### config.mk
export PLATFORM = sky130hd
export DESIGN_NAME = flash_op_sequencer
export DESIGN_NICKNAME = d
export VERILOG_FILES = /design/src/rtl/flash_op_sequencer.sv
export SDC_FILE = /design/constraint.sdc
export NUM_CORES = 1
export LEC_CHECK = 0
export CORE_AREA = 4 4 102 104
export CTS_CLUSTER_DIAMETER = 80
export DETAILED_ROUTE_END_ITERATION = 10
export DIE_AREA = 0 0 106 108
export PLACE_DENSITY = 0.78
export SLEW_MARGIN = 20
export SYNTH_ARGS = -nofsm -noshare
export SYNTH_HDL_FRONTEND = slang
export SYNTH_SLANG_ARGS = --single-unit
export TNS_END_PERCENT = 1
### constraint.sdc
create_clock -name clk -period 2.1 [get_ports clk]
set_input_delay 0.63 -clock clk [delete_from_list [all_inputs] [get_ports clk]]
set_output_delay 0.63 -clock clk [all_outputs]
set_load 0.1 [all_outputs]
### src/rtl/flash_op_sequencer.sv
// rtl/flash_op_sequencer.sv - sequences one flash read/program/erase over the shared SPI controller
//
// Requester side : req_valid/req_ready handshake with req_op/req_addr/req_len,
//                  op_done one-cycle completion pulse with op_err
//                  (op_err = poll timeout or reserved op).
// Controller side: spi_start pulse plus spi_opcode/spi_addr/spi_len/spi_rw command fields,
//                  spi_busy back-pressure, spi_done completion and spi_rdata status byte.
// Program and erase are preceded by WREN and followed by RDSR polling (spaced by POLL_GAP
// idle cycles) until WIP clears, or until MAX_POLLS polls have been spent.
module flash_op_sequencer #(
    parameter int POLL_GAP  = 16,
    parameter int MAX_POLLS = 1024,
    parameter int PCW       = 11
) (
    input  logic        clk,
    input  logic        rst,
    input  logic        req_valid,
    output logic        req_ready,
    input  logic [1:0]  req_op,
    input  logic [23:0] req_addr,
    input  logic [3:0]  req_len,
    output logic        op_done,
    output logic        op_err,
    output logic        spi_start,
    output logic [7:0]  spi_opcode,
    output logic [23:0] spi_addr,
    output logic [3:0]  spi_len,
    output logic        spi_rw,
    input  logic        spi_busy,
    input  logic        spi_done,
    input  logic [7:0]  spi_rdata
);
    localparam logic [1:0] OP_READ = 2'b00;
    localparam logic [1:0] OP_PP   = 2'b01;
    localparam logic [1:0] OP_SE   = 2'b10;

    localparam logic [7:0] OPC_READ = 8'h03;
    localparam logic [7:0] OPC_PP   = 8'h02;
    localparam logic [7:0] OPC_SE   = 8'h20;
    localparam logic [7:0] OPC_WREN = 8'h06;
    localparam logic [7:0] OPC_RDSR = 8'h05;

    localparam int GCW = $clog2(POLL_GAP + 1);
    localparam logic [GCW-1:0] GAP_LAST  = GCW'(POLL_GAP - 1);
    localparam logic [PCW-1:0] POLL_LAST = PCW'(MAX_POLLS);

    typedef enum logic [2:0] {
        S_IDLE,
        S_WREN,
        S_CMD,
        S_GAP,
        S_POLL,
        S_DONE
    } state_t;

    typedef struct packed {
        logic [7:0]  opcode;
        logic [23:0] addr;
        logic [3:0]  len;
        logic        rw;
    } spi_cmd_t;

    localparam spi_cmd_t WREN_CMD = {OPC_WREN, 24'd0, 4'd0, 1'b0};
    localparam spi_cmd_t RDSR_CMD = {OPC_RDSR, 24'd0, 4'd1, 1'b1};

    function automatic spi_cmd_t main_cmd(input logic [1:0] op, input logic [23:0] addr,
                                          input logic [3:0] len);
        spi_cmd_t c;
        c.addr = addr;
        case (op)
            OP_READ: begin c.opcode = OPC_READ; c.len = len;  c.rw = 1'b1; end
            OP_PP:   begin c.opcode = OPC_PP;   c.len = len;  c.rw = 1'b0; end
            default: begin c.opcode = OPC_SE;   c.len = 4'd0; c.rw = 1'b0; end
        endcase
        return c;
    endfunction

    state_t           state;
    logic             issued;     // spi_start already given for the current issuing state
    logic [1:0]       op_q;
    logic [23:0]      addr_q;
    logic [3:0]       len_q;
    logic [PCW-1:0]   poll_cnt;
    logic [GCW-1:0]   gap_cnt;
    logic [PCW-1:0]   poll_nxt;

    assign poll_nxt = poll_cnt + PCW'(1);

    // Only the WIP bit of the status byte matters here.
    logic unused_rdata;
    assign unused_rdata = ^spi_rdata[7:1];

    // Entering an issuing state launches at the same edge when the controller is free;
    // otherwise the state retries every cycle until spi_busy drops.
    always_ff @(posedge clk) begin
        if (rst) begin
            state      <= S_IDLE;
            issued     <= 1'b0;
            op_q       <= 2'b00;
            addr_q     <= 24'd0;
            len_q      <= 4'd0;
            poll_cnt   <= '0;
            gap_cnt    <= '0;
            req_ready  <= 1'b1;
            op_done    <= 1'b0;
            op_err     <= 1'b0;
            spi_start  <= 1'b0;
            spi_opcode <= 8'd0;
            spi_addr   <= 24'd0;
            spi_len    <= 4'd0;
            spi_rw     <= 1'b0;
        end else begin
            spi_start <= 1'b0;
            op_done   <= 1'b0;
            case (state)
                S_IDLE: begin
                    if (req_valid) begin
                        op_q      <= req_op;
                        addr_q    <= req_addr;
                        len_q     <= req_len;
                        req_ready <= 1'b0;
                        poll_cnt  <= '0;
                        gap_cnt   <= '0;
                        case (req_op)
                            OP_READ: begin
                                state <= S_CMD;
                                {spi_opcode, spi_addr, spi_len, spi_rw} <= main_cmd(req_op, req_addr, req_len);
                                spi_start <= ~spi_busy;
                                issued    <= ~spi_busy;
                            end
                            OP_PP, OP_SE: begin
                                state <= S_WREN;
                                {spi_opcode, spi_addr, spi_len, spi_rw} <= WREN_CMD;
                                spi_start <= ~spi_busy;
                                issued    <= ~spi_busy;
                            end
                            default: begin
                                // Reserved op: report an error without touching the bus.
                                state   <= S_DONE;
                                op_done <= 1'b1;
                                op_err  <= 1'b1;
                            end
                        endcase
                    end
                end
                S_WREN: begin
                    if (!issued) begin
                        spi_start <= ~spi_busy;
                        issued    <= ~spi_busy;
                    end else if (spi_done) begin
                        state <= S_CMD;
                        {spi_opcode, spi_addr, spi_len, spi_rw} <= main_cmd(op_q, addr_q, len_q);
                        spi_start <= ~spi_busy;
                        issued    <= ~spi_busy;
                    end
                end
                S_CMD: begin
                    if (!issued) begin
                        spi_start <= ~spi_busy;
                        issued    <= ~spi_busy;
                    end else if (spi_done) begin
                        issued <= 1'b0;
                        if (op_q == OP_READ) begin
                            state   <= S_DONE;
                            op_done <= 1'b1;
                            op_err  <= 1'b0;
                        end else begin
                            state    <= S_GAP;
                            poll_cnt <= '0;
                            gap_cnt  <= '0;
                        end
                    end
                end
                S_GAP: begin
                    if (gap_cnt == GAP_LAST) begin
                        state <= S_POLL;
                        {spi_opcode, spi_addr, spi_len, spi_rw} <= RDSR_CMD;
                        spi_start <= ~spi_busy;
                        issued    <= ~spi_busy;
                    end else begin
                        gap_cnt <= gap_cnt + GCW'(1);
                    end
                end
                S_POLL: begin
                    if (!issued) begin
                        spi_start <= ~spi_busy;
                        issued    <= ~spi_busy;
                    end else if (spi_done) begin
                        issued   <= 1'b0;
                        poll_cnt <= poll_nxt;
                        // WIP clear wins even on the last allowed poll.
                        if (!spi_rdata[0]) begin
                            state   <= S_DONE;
                            op_done <= 1'b1;
                            op_err  <= 1'b0;
                        end else if (poll_nxt == POLL_LAST) begin
                            state   <= S_DONE;
                            op_done <= 1'b1;
                            op_err  <= 1'b1;
                        end else begin
                            state   <= S_GAP;
                            gap_cnt <= '0;
                        end
                    end
                end
                S_DONE: begin
                    state     <= S_IDLE;
                    req_ready <= 1'b1;
                end
                default: begin
                    state     <= S_IDLE;
                    req_ready <= 1'b1;
                end
            endcase
        end
    end

endmodule

# After elaboration in Yosys (flattened, before gate mapping)
# Index checks and enable logic that the tools add are counted.
[word_totals]
ff_bits = 91
input_bits = 43
word_cells = 157
[classes]
addsub = 2
n_eq_ne = 26
mux = 93
bitwise = 2
n_reduce_logical = 19
[op_table]
columns = ["op", "count"]
rows = [
  ["$mux 24", 4],
  ["$pmux 24 s3", 1],
  ["$mux 11", 6],
  ["$pmux 24 s2", 1],
  ["$mux 5", 9],
  ["$mux 1", 36],
  ["$mux 3", 11],
  ["$pmux 11 s3", 1],
  ["$mux 8", 4],
  ["$ne 2x2->1 const B", 15],
  ["$pmux 8 s3", 1],
  ["$pmux 5 s4", 1],
  ["$mux 4", 4],
  ["$pmux 8 s2", 1],
  ["$pmux 3 s5", 1],
  ["$pmux 4 s3", 1],
  ["$pmux 6 s2", 1],
  ["$add 11x1->11 const B", 1],
  ["$eq 11x11->1 const B", 1],
  ["$pmux 5 s2", 1],
  ["$reduce_and 10->1", 1],
  ["$pmux 1 s3", 3],
  ["$reduce_and 9->1", 1],
  ["$pmux 1 s4", 2],
  ["other kinds (25)", 34],
]

# Depth between registers and ports, before layout
# Gate-level depths: netlist of run 1.
[logic_depth]
word_depth = 7
depth_mapped = 9
mapped_depth_nobuf = 8

# Least setup slack after synthesis of run 1
# OpenSTA, ideal clock, no wires.
[synth_timing]
kind = "input to register"
start = "in req_op[0]"
end = "reg spi_len[3]"
setup_time_ns = 0.086
arrival_time_ns = 1.929
slack_ns = 0.085
path_stages = 8
path_buffers = 2
cell_sequence = "inv_1 > ha_1 > inv_1 > and2_1 > buf_2 > buf_1 > a22oi_1 > a211oi_1"
[synth_via]
elab_chain_cells = 5
word_cells_on_any_way = 9
[synth_lines]
columns = ["element", "line", "rtl"]
rows = [
  ["start, declared", "19", "input logic [1:0] req_op,"],
  ["$eq 2x1->1 or $eq 2x2->1 (tied branches)", "70, 124", ""],
  ["$reduce_or 2->1", "124", "case (req_op)"],
  ["$pmux 4 s2", "124", ""],
  ["$mux 4", "117", "if (req_valid) begin"],
  ["$pmux 4 s3", "115", "case (state)"],
  ["end signal, assigned", "127", "{spi_opcode, spi_addr, spi_len, spi_rw} <= main_cmd(req_op, req_addr, req_len);"],
  ["end signal, assigned", "152", "{spi_opcode, spi_addr, spi_len, spi_rw} <= main_cmd(op_q, addr_q, len_q);"],
  ["end, declared", "27", "output logic [3:0] spi_len,"],
]
# Parallel ways exist; a longest one is shown, timed or not. The select of a mux whose other input is x is not followed.
# A chain may end at the register's enable or synchronous reset.

# Worst setup path after layout of run 1
[layout_timing]
start = "reg gap_cnt[0]"
end = "reg spi_addr[10]"
[layout_via]
elab_chain_cells = 3
[layout_lines]
columns = ["element", "line", "rtl"]
rows = [
  ["start, declared", "84", "logic [GCW-1:0] gap_cnt;"],
  ["start signal, assigned", "181", "gap_cnt <= gap_cnt + GCW'(1);"],
  ["$eq 5x4->1", "175", "if (gap_cnt == GAP_LAST) begin"],
  ["$ne 2x2->1 (no line)", "n/a", ""],
  ["$reduce_and 6->1 (no line)", "n/a", ""],
  ["end signal, assigned", "127", ""],
  ["end signal, assigned", "152", ""],
  ["end, declared", "26", "output logic [23:0] spi_addr,"],
]
# Every way passes these cells.

==> flow_summary_export.csv, run 1 <==
group,metric,value,unit
die,fp.coreArea,9550,um^2
logic_synthesis,synth_area_leaders,"dfxtp_1 41%, nand2_1 6.8%, a21oi_1 6.6%",
sta,fin_crit,2.08,ns
grt,grt_pass1_vias,3933,
die,die_w,106,um
routing,drc,0,
routing,routed_wirelength,11600,um
cts,ctsLongestPathBuffers,2,
logic_synthesis,yosysWarnings,0,
power,report.power.total,9.38,mW
sta,finalSetupViolCount,0,
hold_path,hold_path_class,"flip-flop to flip-flop",
placed_design,io_buffers,72,
grt,grt_overflow,0,
placed_design,hpwlAfterDp,7660,um
sta,fin_crit_sh,0.989,
sta,fin_skew,0.00870,ns
logic_synthesis,synth-simple-area-share,0.232,
worst_setup_path,crit_arrival,2.36,ns
logic_synthesis,syn_avg_cell_area,7.94,um^2
die,die_h,108,um
power,p_leak,2.28,nW
grt,track_usage,0.196,
sta,fmax,481,MHz
logic_synthesis,synthMuxAreaShare,0.00722,
cts,clkSinkCount,86,
placed_design,gp_congestion,0.923,
final_layout,antenna_cells_inserted,0,
sta,layout_setup_ws,0.0227,ns
worst_setup_path,required,2.38,ns
cts,insertion_delay,0.36,ns
power,vdd_ir_drop_max,1.11,mV
cts,clk_pin_slew_worst_paths,0.09,ns
final_layout,fin_cells,750,
grt,grt_pass1_wl,18500,um
job,maxCapViolCount,0,
worst_setup_path,cp_cell_sequence,"ha_1 > and3_1 > ha_1 > nand2b_4 > nand3_4 > a21oi_4 > buf_12 > buf_4 > clkbuf_16 > a211oi_2",
logic_synthesis,syn_area,4160,um^2
final_layout,drive_gt1_frac,0.248,
die,die_area,11400,um^2
sta,hold_viol_final,0,
routing,routedWlPerCell,15.5,um
logic_synthesis,synth_ff_type,"dfxtp_1",
logic_synthesis,synth_xor_area_frac,0.00421,
logic_synthesis,synthArstFlopShare,0,
logic_synthesis,synth_edf_count,0,
worst_setup_path,cp_slowest_stage_delay,0.35,ns
sta,relSlewSlack,0.597,
sta,tightest_slew,0.604,ns
routing,via_per_inst,5.60,
routing,firstDrtPassIters,5,
sta,final-max-slew-violation-count,0,
logic_synthesis,synthAdderAreaFrac,0.0181,
worst_setup_path,slowest_stage,"dfxtp_2",
logic_synthesis,synth_top_family_by_area,"compound AO/OA/AOI/OAI gates",
die,initial_core_util,0.436,
final_layout,area_growth,46.0,%
cts,tritoncts,"yes",
sta,fin_hold_ws,0.458,ns
logic_synthesis,yosysTopAreaCell,"dfxtp_1",
logic_synthesis,synth_top_area_frac,0.414,
worst_setup_path,cp_max_fo,10,
worst_setup_path,critical_path_class,"flip-flop to flip-flop",
die,io_pins,84,
logic_synthesis,synth.distinct_cells,60,
placed_design,pre_cts_slack,-0.435,ns
routing,drt-initial-drc-count,327,
status,status,"complete, no violations",
power,power.density,1540,nW/um^2
cts,cts_max_level,3,
placed_design,dp.cells,727,
logic_synthesis,ys_ff_latch,86,
cts,root_buffer,"clkbuf_8",
cts,cts_made_buffers,9,
worst_setup_path,cp_common_cell,"ha_1",
grt,grt_max_degree,52,
logic_synthesis,synth_compound_area_frac,0.265,
final_layout,fin_util,0.636,
cts,cts.hold.buffers_added,0,
routing,vias,4197,
routing,antenna_left,0,
grt,antenna_found_initial,0,
logic_synthesis,postSynthCellCount,524,
worst_setup_path,critPathLaunchType,"flip-flop",
sta,rsz0062_at_grt,"true",
die,placementRows,36,
final_layout,nets,662,
worst_setup_path,crit_path_end_kind,"flip-flop",
logic_synthesis,yosysSeqAreaShare,0.414,
## layer usage
metal | up-vias | part of all wire | track usage
met4 | 0 | 0.024 | 0.0759
met2 | 176 | 0.48 | 0.327
met5 | - | 0 | 0
met3 | 26 | 0.065 | 0.0424
li1 | 2043 | - | -
met1 | 1952 | 0.43 | 0.249
## cells in the final DEF, fill, tap and decap left out, types with 3 or more instances in the layout
master           count
dfxtp_1             82
nand2_1             75
nor2_1              62
a21oi_1             54
buf_12              41
buf_4               41
clkdlybuf4s50_1     31
a22oi_1             27
a211oi_2            23
o21ai_0             17
nor3_1               9
nor2b_1              9
clkbuf_8             9
a211oi_1             8
inv_1                7
a31oi_1              7
nand4_1              7
nand3_1              7
ha_1                 5
nand2b_1             4
conb_1               4
dfxtp_2              4
a21o_1               3
o211ai_1             3
and2_1               3
mux2i_1              3
or4_1                3
or3_1                3
dlymetal6s2s_1       3
## worst paths after layout
check / start / end / slack (ns) / cells past startpoint
worst max-delay path: gap_cnt[0] / spi_addr[10] / 0.02 / 10
worst min-delay path: addr_q[21] / addr_q[21] / 0.46 / 2
worst max register to register: gap_cnt[0] / spi_addr[10] / 0.02 / 10
worst min register to register: addr_q[21] / addr_q[21] / 0.46 / 2
## worst max-delay path, delay by kind of cell, from the launching register on
family | cells | cell delay [ns]
buffers and inverters | 3 | 0.49
adder cells (fa/ha/maj) | 2 | 0.43
AND/OR/NAND/NOR | 3 | 0.47
AO/OA/AOI/OAI | 2 | 0.26
flip-flops | 1 | 0.35
## power by group
| part | leakage [nW] | internal [mW] | switching (mW) |
|---|---|---|---|
| Clock | 0.0976 | 0.556 | 0.633 |
| Sequential | 0.706 | 2.04 | 0.445 |
| Combinational | 1.47 | 2.16 | 3.54 |
| Total | 2.28 | 4.76 | 4.62 |
## sequential cells by signal, indices dropped and copies added, names as in the netlist
register and count:
poll_cnt 11, op_err 1, op_done 1, spi_start 1
gap_cnt 5, op_q 2, addr_q 24, spi_opcode 4
len_q 4, spi_addr 24, req_ready 1, issued 1
state 3, spi_len 4
## cell usage after synthesis, drive strengths merged, types with 2 or more instances
library cell / instances
nor3: 9
nand3: 9
o2111ai: 2
a41oi: 2
nor3b: 2
a21oi: 57
nand2: 76
and2: 5
nor2: 63
xnor2: 2
nand3b: 2
or3: 4
o22ai: 2
nor2b: 9
o21ai: 17
a21o: 4
a22oi: 28
a311oi: 3
mux2i: 3
or2: 2
a31oi: 7
or4: 3
buf: 19
inv: 9
a211oi: 32
nand4: 8
o211ai: 3
nand2b: 5
ha: 6
and4: 2
clkbuf: 27
o21a: 2
dfxtp: 86
and3: 3
## what timing repair did
| action | 4_1_cts | 5_1_grt |
|---|---|---|
| pin swaps | 2 | 6 |
| cloned | 1 | 2 |
| buffers inserted | 1 | 4 |
| gates resized for setup | 9 | 32 |
| setup endpoints to repair | 25 | 42 |
## logic make-up (layout without fill, tap and decap cells)
logic type	Yosys count	after routing
simple gates	204	204
compound gates	167	167
flops	86	86
buf+inv	55	145
fa+ha+maj	6	6
mux	3	3
xor+xnor	2	2
other cells	1	4
## final cells by class
class,instances,area [um^2]
Clock inverter,6,71.3
Sequential cell,86,1730
Multi-Input combinational cell,386,2380
Clock buffer,9,124
Inverter,9,33.8
Timing Repair Buffer,121,1570
Fill cell,771,3480
Tap cell,133,166
## stage by stage
step | instance area, um^2 | TNS (ns)
after floorplan | 4170 | 0
after global placement | 5570 | -15.67
after detailed placement | 5570 | -17.72
after CTS | 5830 | 0
after global routing | 6070 | -0.418
final | 6070 | 0
Note: power is estimated with default switching activity, not from simulation.
==> run 2: changes to the inputs <==
--- a/config.mk
+++ b/config.mk
@@ -10,6 +10,8 @@
 export DETAILED_ROUTE_END_ITERATION = 10
 export DIE_AREA = 0 0 106 108
 export PLACE_DENSITY = 0.78
+export SETUP_SLACK_MARGIN = 0.02
+export SKIP_LAST_GASP = 1
 export SLEW_MARGIN = 20
 export SYNTH_ARGS = -nofsm -noshare
 export SYNTH_HDL_FRONTEND = slang
==> run 2 against run 1 <==
Via count hardly changed. Count of clock-buffer cells in the layout stayed put. Utilization is 0.22 points lower. Sequential share of layout area is 0.079 points higher. Flip-flop and latch count stayed put. Die area stayed put. Power is 0.33% lower.
==> flow_summary_export.csv, run 2 (synthesized netlist as in run 1, its figures left out) <==
group,metric,value,unit
status,status,"complete, no violations",
final_layout,fin_util,0.634,
grt,grt_max_degree,52,
worst_setup_path,cp.buffers_inverters,3,
hold_path,hold_path_class,"flip-flop to flip-flop",
sta,fin_tns_setup,0,ns
cts,clkSinkCount,86,
routing,drt-initial-drc-count,317,
final_layout,area_growth,45.5,%
grt,antenna_found_initial,0,
worst_setup_path,cp_cell_sequence,"ha_1 > and3_1 > ha_1 > nand2b_4 > nand3_2 > a21oi_4 > buf_12 > buf_4 > clkbuf_16 > a211oi_2",
final_layout,multi_input_area,2360,um^2
routing,firstDrtPassIters,5,
placed_design,gp_congestion,0.923,
worst_setup_path,cp_common_cell,"ha_1",
routing,routedWlPerCell,15.5,um
final_layout,fin_area,6050,um^2
routing,antenna_left,0,
die,placementRows,36,
power,power.density,1550,nW/um^2
worst_setup_path,crit_arrival,2.37,ns
worst_setup_path,cp_slowest_stage_delay,0.35,ns
hold_path,min_to,"len_q[3]",
final_layout,fillerInstances,777,
sta,fin_crit_sh,0.995,
sta,hold_viol_final,0,
sta,tightest_slew,0.661,ns
grt,track_usage,0.196,
grt,grt_pass1_vias,3939,
cts,clk_pin_slew_worst_paths,0.09,ns
placed_design,placed_area,5570,um^2
grt,grt_overflow,0,
worst_setup_path,required,2.38,ns
hold_path,min_from,"len_q[3]",
final_layout,drive_gt1_frac,0.243,
die,fp.coreArea,9550,um^2
worst_setup_path,slowest_stage,"dfxtp_2",
sta,fin_skew,0.00909,ns
cts,cts_max_level,3,
die,die_h,108,um
routing,vias,4195,
cts,cts_made_buffers,9,
final_layout,top_regs,"addr_q: 24 flops, spi_addr: 24 flops, poll_cnt: 11 flops",
sta,fin_hold_ws,0.459,ns
worst_setup_path,reg2reg_depth,10,
final_layout,nets,662,
die,die_area,11400,um^2
worst_setup_path,critical_path_class,"flip-flop to flip-flop",
die,initial_core_util,0.436,
grt,grt_pass1_wl,18500,um
final_layout,antenna_cells_inserted,0,
die,io_pins,84,
cts,root_buffer,"clkbuf_8",
cts,insertion_delay,0.36,ns
power,vdd_ir_drop_max,1.11,mV
worst_setup_path,rr_startpoint,"gap_cnt[0]",
placed_design,io_buffers,72,
sta,fin_crit,2.09,ns
routing,drc,0,
sta,fmax,478,MHz
sta,finalSetupViolCount,0,
worst_setup_path,crit_path_end_kind,"flip-flop",
routing,routed_wirelength,11700,um
sta,final-max-slew-violation-count,0,
final_layout,most-common-layout-cells,"83 x dfxtp_1, 75 x nand2_1, 62 x nor2_1",
worst_setup_path,cp_top_family,"buffers and inverters",
cts,tritoncts,"yes",
final_layout,seqCellArea,1730,um^2
die,die_w,106,um
job,maxCapViolCount,0,
final_layout,final_common_cell,"dfxtp_1",
cts,ctsLongestPathBuffers,2,
power,p_leak,2.26,nW
sta,relSlewSlack,0.559,
sta,rsz0062_at_grt,"true",
worst_setup_path,r2r-end,"spi_addr[10]",
hold_path,whs_path_depth,2,
routing,via_per_inst,5.59,
worst_setup_path,critPathLaunchType,"flip-flop",
worst_setup_path,r2r_slack,0.01,ns
placed_design,hpwlAfterDp,7660,um
worst_setup_path,cp_max_fo,10,
cts,cts.hold.buffers_added,0,
## run 2: worst min-delay path, cell delays in order, from the launching register on
cell,delay [ns]
dfxtp_1,0.32
nand2_1,0.05
a21oi_1,0.05
## run 2: per-layer routing
layer | GRT usage | vias to the layer above | part of all wire
met5 | 0 | - | 0
met4 | 0.0777 | 0 | 0.020
met3 | 0.0430 | 19 | 0.054
met2 | 0.326 | 145 | 0.49
met1 | 0.250 | 1988 | 0.44
li1 | - | 2043 | -
## run 2: repair_timing
action / 4_1_cts / 5_1_grt
setup endpoints to repair: 29 / 46
resized for setup: 6 / 30
gates cloned: 1 / 2
setup buffers: 1 / 4
pin swaps: 2 / 6
## run 2: layout make-up
class,instances,share of cell area
repair buffers,121,0.259
well taps,133,0.0275
clock inverters,6,0.0118
clock buffers,9,0.0205
multi-input cells,386,0.390
inverters,9,0.00558
flip-flops and latches,86,0.285
## run 2: stage by stage
step	instances	total power [mW]	setup slack, ns
2_1_floorplan	527	5.74	0.0851
3_3_place_gp	727	7.61	-0.377
3_5_place_dp	727	7.69	-0.435
4_1_cts	744	8.98	-0.0182
5_1_grt	750	9.79	-0.0735
6_report	750	9.35	0.00976
## run 2: worst max path at each step
stage,start,end,slack [ns],cells after the start
6_report,gap_cnt[0],spi_addr[10],0.01,10
5_1_grt,gap_cnt[0],spi_addr[16],-0.07,10
4_1_cts,req_op[0],spi_addr[5],-0.02,8
3_5_place_dp,req_op[0],spi_addr[14],-0.44,8
3_3_place_gp,req_op[0],spi_opcode[2],-0.38,8
2_1_floorplan,req_op[0],spi_len[3],0.09,8
## run 2: report_power, final
part / switching (mW) / internal [mW] / leakage (nW)
Sequential: 0.444 / 2.04 / 0.705
Combinational: 3.53 / 2.16 / 1.46
Clock: 0.629 / 0.556 / 0.0976
